## src/rtl/unpadder.sv

```systemverilog
// Unpadder: removes padding from 72-byte blocks and streams the message as 32-bit words.
// Optional padding checks are compiled in when `UNPADDER_CHECK_EN is defined.
module unpadder (
    input  logic         clk,
    input  logic         reset,
    input  logic [575:0] in,
    input  logic         in_valid,
    input  logic         in_last,
    output logic         in_ack,
    output logic [31:0]  out,
    output logic         out_valid,
    input  logic         out_ready,
    output logic         is_last,
    output logic [1:0]   byte_num,
    output logic         pad_err
);
    typedef enum logic [1:0] {IDLE, SCAN, SEND, ACK} state_e;
    localparam int NWORDS = 18;

    state_e      state_q, state_d;
    logic [31:0] words_q [NWORDS];
    logic [31:0] words_d [NWORDS];
    logic [31:0] mwords  [NWORDS];
    logic [4:0]  cnt_q, cnt_d, limit_q, limit_d, nxt;
    logic        last_q, last_d;
    logic [1:0]  fin_bn_q, fin_bn_d;
    logic [31:0] out_q, out_d;
    logic        out_valid_q, out_valid_d, is_last_q, is_last_d;
    logic [1:0]  byte_num_q, byte_num_d;
    logic        xfer;
    logic [6:0]  p;

    function automatic logic [31:0] keep_bytes(input logic [31:0] w, input logic [1:0] n);
        return w & ~(32'hFFFF_FFFF >> {n, 3'b000});
    endfunction

    assign xfer = out_valid_q & out_ready;
    assign nxt  = cnt_q + 5'd1;

    // Pad position: highest nonzero byte once the 0x80 end marker in byte 71 is masked.
    always_comb begin
        for (int k = 0; k < NWORDS; k++) mwords[k] = words_q[k];
        mwords[NWORDS-1] = words_q[NWORDS-1] & ~32'h0000_0080;
        p = '0;
        for (int k = 0; k < NWORDS; k++) begin
            for (int m = 0; m < 4; m++) begin
                if (mwords[k][31-8*m -: 8] != 8'h00) p = 7'(4*k + m);
            end
        end
    end

    always_ff @(posedge clk or negedge reset) begin
        // NOTE: sequential state uses non-blocking assignments so every register samples pre-edge values.
        if (!reset) state_q <= IDLE;
        else        state_q <= state_d;
    end

    always_comb begin
        // NOTE: default every combinational output first so no path can infer a latch.
        state_d = state_q;
        case (state_q)
            IDLE:    if (in_valid) state_d = in_last ? SCAN : SEND;
            SCAN:    state_d = SEND;
            SEND:    if (xfer && nxt == limit_q) state_d = ACK;
            default: state_d = IDLE;
        endcase
    end

    always_comb begin
        in_ack = (state_q == ACK);
    end

    always_comb begin
        words_d     = words_q;
        cnt_d       = cnt_q;
        limit_d     = limit_q;
        last_d      = last_q;
        fin_bn_d    = fin_bn_q;
        out_d       = out_q;
        out_valid_d = out_valid_q;
        is_last_d   = is_last_q;
        byte_num_d  = byte_num_q;
        case (state_q)
            IDLE: if (in_valid) begin
                for (int k = 0; k < NWORDS; k++) words_d[k] = in[575-32*k -: 32];
                cnt_d    = '0;
                last_d   = in_last;
                fin_bn_d = '0;
                if (!in_last) begin
                    limit_d     = 5'(NWORDS);
                    out_d       = in[575 -: 32];
                    out_valid_d = 1'b1;
                    is_last_d   = 1'b0;
                    byte_num_d  = '0;
                end
            end
            SCAN: begin
                limit_d     = p[6:2] + 5'd1;
                fin_bn_d    = p[1:0];
                out_valid_d = 1'b1;
                if (p[6:2] == 5'd0) begin
                    out_d      = keep_bytes(words_q[0], p[1:0]);
                    is_last_d  = 1'b1;
                    byte_num_d = p[1:0];
                end else begin
                    out_d      = words_q[0];
                    is_last_d  = 1'b0;
                    byte_num_d = '0;
                end
            end
            SEND: if (xfer) begin
                if (nxt == limit_q) begin
                    out_valid_d = 1'b0;
                    out_d       = '0;
                    is_last_d   = 1'b0;
                    byte_num_d  = '0;
                end else begin
                    cnt_d = nxt;
                    if (last_q && nxt == limit_q - 5'd1) begin
                        out_d      = keep_bytes(words_q[nxt], fin_bn_q);
                        is_last_d  = 1'b1;
                        byte_num_d = fin_bn_q;
                    end else begin
                        out_d      = words_q[nxt];
                        is_last_d  = 1'b0;
                        byte_num_d = '0;
                    end
                end
            end
            default: cnt_d = '0;
        endcase
    end

    always_ff @(posedge clk or negedge reset) begin
        if (!reset) begin
            // NOTE: the block store is reset too, so an aborted block leaves nothing behind.
            for (int k = 0; k < NWORDS; k++) words_q[k] <= '0;
            cnt_q       <= '0;
            limit_q     <= '0;
            last_q      <= 1'b0;
            fin_bn_q    <= '0;
            out_q       <= '0;
            out_valid_q <= 1'b0;
            is_last_q   <= 1'b0;
            byte_num_q  <= '0;
        end else begin
            words_q     <= words_d;
            cnt_q       <= cnt_d;
            limit_q     <= limit_d;
            last_q      <= last_d;
            fin_bn_q    <= fin_bn_d;
            out_q       <= out_d;
            out_valid_q <= out_valid_d;
            is_last_q   <= is_last_d;
            byte_num_q  <= byte_num_d;
        end
    end

    assign out       = out_q;
    assign out_valid = out_valid_q;
    assign is_last   = is_last_q;
    assign byte_num  = byte_num_q;

`ifdef UNPADDER_CHECK_EN
    logic        pad_err_q, pad_err_d;
    logic [31:0] pad_word;
    logic [7:0]  pad_byte;
    logic        bad_pad;

    // An all-zero block gives p=0 with byte 0 == 0x00, so it fails the 0x01 test as well.
    always_comb begin
        pad_word  = mwords[p[6:2]];
        pad_byte  = 8'(pad_word >> {~p[1:0], 3'b000});
        bad_pad   = (pad_byte != 8'h01) || !words_q[NWORDS-1][7];
        pad_err_d = pad_err_q | ((state_q == SCAN) && bad_pad);
    end

    always_ff @(posedge clk or negedge reset) begin
        if (!reset) pad_err_q <= 1'b0;
        else        pad_err_q <= pad_err_d;
    end

    assign pad_err = pad_err_q;
`else
    assign pad_err = 1'b0;
`endif

endmodule

```

## config.mk

```make
export PLATFORM = sky130hd
export DESIGN_NAME = unpadder
export DESIGN_NICKNAME = d
export VERILOG_FILES = /design/src/rtl/unpadder.sv
export SDC_FILE = /design/constraint.sdc
export NUM_CORES = 1
export LEC_CHECK = 0
export CAP_MARGIN = 30
export CELL_PAD_IN_SITES_DETAIL_PLACEMENT = 0
export CELL_PAD_IN_SITES_GLOBAL_PLACEMENT = 1
export CORE_UTILIZATION = 47
export CTS_BUF_LIST = sky130_fd_sc_hd__clkbuf_4
export DETAILED_ROUTE_END_ITERATION = 8
export PLACE_DENSITY_LB_ADDON = 0.1
export SKIP_LAST_GASP = 1
export SLEW_MARGIN = 30
export SYNTH_ARGS = -nofsm -noshare
export SYNTH_HDL_FRONTEND = slang
export SYNTH_SLANG_ARGS = --single-unit
```

## constraint.sdc

```tcl
create_clock -name clk -period 7.9 [get_ports clk]
set_clock_uncertainty 0.05 [all_clocks]
set_input_delay 1.58 -clock clk [delete_from_list [all_inputs] [get_ports clk]]
set_output_delay 1.58 -clock clk [all_outputs]
set_load 0.005 [all_outputs]
```

==> results.yml <==
power:
  clkPwrFrac_pct: 18.3
  power_switching_mw: 6.13
  combPwrFrac_pct: 42.5
  p_int_mw: 10.1
  pwr_density_cell_nw_per_um2: 401
  p_leak_nw: 16.0
  vdd_ir_drop_max_uv: 203
  seqPwrFrac_pct: 39.2
  swShare_pct: 37.8
global_routing:
  grtUsageMet1_pct: 44.9
  grt_overflow: 0
  globalRouteMet2Util_pct: 52.4
  grtUsageMet3_pct: 7.48
  busiest_layer: "met2"
  grt_pass1_vias: 24700
  grt_max_degree: 165
  grtUsageTotal_pct: 33.6
  grt_pass1_wl_microns: 162000
  antenna_found_initial: 41
timing:
  finalSetupTns_ns: 0
  rsz0062_at_grt: "false"
  min_period_ns: 4.85
  fin_crit_sh_pct: 61.4
  hold_viol_final: 0
  finalMaxSlewViolations: 0
  final-setup-viol-count: 0
  slew_headroom_pct: 29.6
  worst_slew_pin_slew_ns: 1.05
  fmax_mhz: 206
worst_hold_path:
  hold_end: "out[3]$_DFFE_PN0P_"
  hold_start: "out[3]$_DFFE_PN0P_"
  hold_path_class: "reg2reg"
  holdPathStages: 1
floorplanning:
  boundaryPins: 619
  dieArea_sq_um: 66900
  die-width_microns: 259
  row_count: 93
  fp.dieH_microns: 259
  coreArea_sq_um: 64800
  start_util_pct: 47.8
setup_path:
  worst-path-buf-inv: 1
  cp_cell_sequence: "nor4_1 -> nand4_1 -> nor4_1 -> a211oi_1 -> o31ai_1 -> a21oi_1 -> a211o_1 -> inv_1 -> ha_1 -> nand3_1 -> or4_2 -> a31oi_1 -> a21oi_1 -> a21o_1"
  cp-end-kind: "register"
  critPathTopFamily: "simple AND/OR/NAND/NOR gates"
  rr_startpoint: "mwords[393]$_DFFE_PN0P_"
  cp_slowest_cell: "or4_2"
  start_kind: "register"
  crit_required_ns: 8.76
  worstSetupPathType: "reg2reg"
  ff2ff_path_depth: 14
  r2r_slack_ns: 3.05
  worstReg2RegEnd: "out[3]$_DFFE_PN0P_"
  critPathMaxStageDelay_ns: 0.94
  cp.arrival_ns: 5.71
  cp_max_fo: 27
logic_synthesis:
  ys_types: 65
  syn_area_per_cell_sq_um: 13.7
  synth_fp_nets: 2843
  synth_edf_count: 0
  ys_async_sr_fraction_pct: 100
  yosys_warnings: 0
  synth_seq_cells: 627
  synth_ff_type: "dfrtp_1"
  syn_area_sq_um: 31000
  syn_inst: 2254
  yosysSeqAreaShare_pct: 50.7
cts:
  numCtsBuffers: 171
  clkTransAtPathRegs_ns: 0.06
  postCtsSetupRepairBufs: 0
  clock-sinks: 627
  cts_tree: "done"
  insertion_delay_ns: 1.04
  cts-root-buf: "clkbuf_4"
  cts_max_path_buffers: 3
  htreeDepth: 4
  cts_resized: 0
  cts_hold_buffers: 0
routing:
  dr.pass1.iters: 8
  drc: 0
  wirelength_microns: 112000
  viasPerCell: 6.06
  postRouteAntennaNets: 0
  vias: 24000
  wl_per_cell_microns: 28.4
  drt_iter0_drc: 2172
placed_design:
  portBuffers: 617
  dpl.hpwl_microns: 86800
  placed_area_sq_um: 38100
  gp_congestion: 0.940
finish:
  syn2layout_area_growth_pct: 30.7
  fin_area_sq_um: 40500
  fin_nets: 3528
  drive_gt1_share_pct: 34.9
flow_run:
  cap_violations: 0
status:
  status: "completed"
how the worst max path moves through the flow:
stage,start,to,depth (start not counted)
after floorplan,cnt_q[0]$_DFFE_PN0P_,out[13]$_DFFE_PN0P_,10
after global placement,in_valid,out[13]$_DFFE_PN0P_,9
after detailed placement,in_valid,out[26]$_DFFE_PN0P_,10
after CTS,mwords[216]$_DFFE_PN0P_,out[3]$_DFFE_PN0P_,13
after global routing,mwords[216]$_DFFE_PN0P_,out[3]$_DFFE_PN0P_,13
final,mwords[393]$_DFFE_PN0P_,out[3]$_DFFE_PN0P_,14
state kept, by name, indices dropped and copies added (netlist names):
| name | count |
|---|---|
| limit_q | 5 |
| out_valid | 1 |
| last_q | 1 |
| out | 32 |
| is_last | 1 |
| state_q | 2 |
| cnt_q | 5 |
| fin_bn_q | 2 |
| mwords | 575 |
| byte_num | 2 |
| words_q | 1 |
metal layers:
metal	vias to the layer above	part of all wire, %	wire [microns]
met4	12	3.4	3810
met3	206	7.7	8630
met2	1171	48	54000
li1	10300	-	-
met5	-	0.074	83
met1	12300	41	45800
per-stage QoR:
| step | power, mW | instances | hold slack, ns | setup WS (ns) | util (%) |
|---|---|---|---|---|---|
| floorplan | 10.4 | 2254 | 0.424 | 4.28 | - |
| global placement | 12.9 | 3616 | 0.414 | 2.94 | 58.7 |
| detailed placement | 13.2 | 3619 | 0.426 | 3.13 | 58.8 |
| CTS | 16.2 | 3918 | 0.441 | 3.13 | 62.2 |
| global route | 17.1 | 3950 | 0.462 | 2.72 | 62.4 |
| finish | 16.2 | 3954 | 0.439 | 3.05 | 62.4 |
cells by family (layout without fill, tap and decap cells):
logic type / after synthesis / count (layout) / share of synthesized area, %
compound gates: 220 / 220 / 4.51
xor+xnor: 12 / 12 / 0.437
fa+ha+maj: 8 / 8 / 0.323
buf+inv: 152 / 963 / 1.94
flops: 627 / 627 / 50.7
mux: 772 / 772 / 33.8
other cells: 1 / 35 / 0.0121
simple gates: 462 / 462 / 8.29
synthesized netlist by cell type (all sizes together) (22+ instances only):
library cell    n  area share, %
or4            22           0.57
mux2i          26           0.84
buf            24           0.38
nand3          27           0.44
nand2         112            1.4
a21oi          39           0.63
o21ai          70            1.1
nand4          45           0.91
nor2           27           0.35
clkbuf        114            1.4
nor4          140            2.8
nor3           29           0.47
mux4          160             12
dfrtp         627             51
mux2          586             21
area by class of cell:
cell class,instances,area (sq um)
fill,5146,24300
sequential,627,15700
multi-input combinational,1475,14800
timing repair buffer,650,6600
clock buffer,244,1830
tap,855,1070
clock inverter,55,343
antenna,34,85.1
inverter,14,52.6
worst reg2reg max path, stage by stage, from the launching register on:
cell	delay (ns)
dfrtp_1	0.41
nor4_1	0.82
nand4_1	0.40
nor4_1	0.39
a211oi_1	0.13
o31ai_1	0.25
a21oi_1	0.16
a211o_1	0.32
inv_1	0.07
ha_1	0.13
nand3_1	0.06
or4_2	0.94
a31oi_1	0.34
a21oi_1	0.10
a21o_1	0.16
power by group through the flow:
stage	Clock, mW	Combinational [mW]	Sequential (mW)
final	2.97	6.90	6.37
after global routing	3.22	7.29	6.55
after CTS	3.04	6.82	6.31
after detailed placement	0	6.79	6.36
after global placement	0	6.62	6.29
after floorplan	0	4.71	5.72
layout by cell type (no fill, tap or decap), types with 29 or more instances in the layout:
cell / instances
nor3_1: 29
diode_2: 34
clkinv_1: 35
nand2_1: 111
nand4_1: 45
nor4_1: 133
clkbuf_4: 244
dfrtp_1: 626
mux4_2: 160
mux2_2: 586
clkdlybuf4s50_1: 616
o21ai_0: 69
a21oi_1: 39
Note: power is estimated with default switching activity, not from simulation.
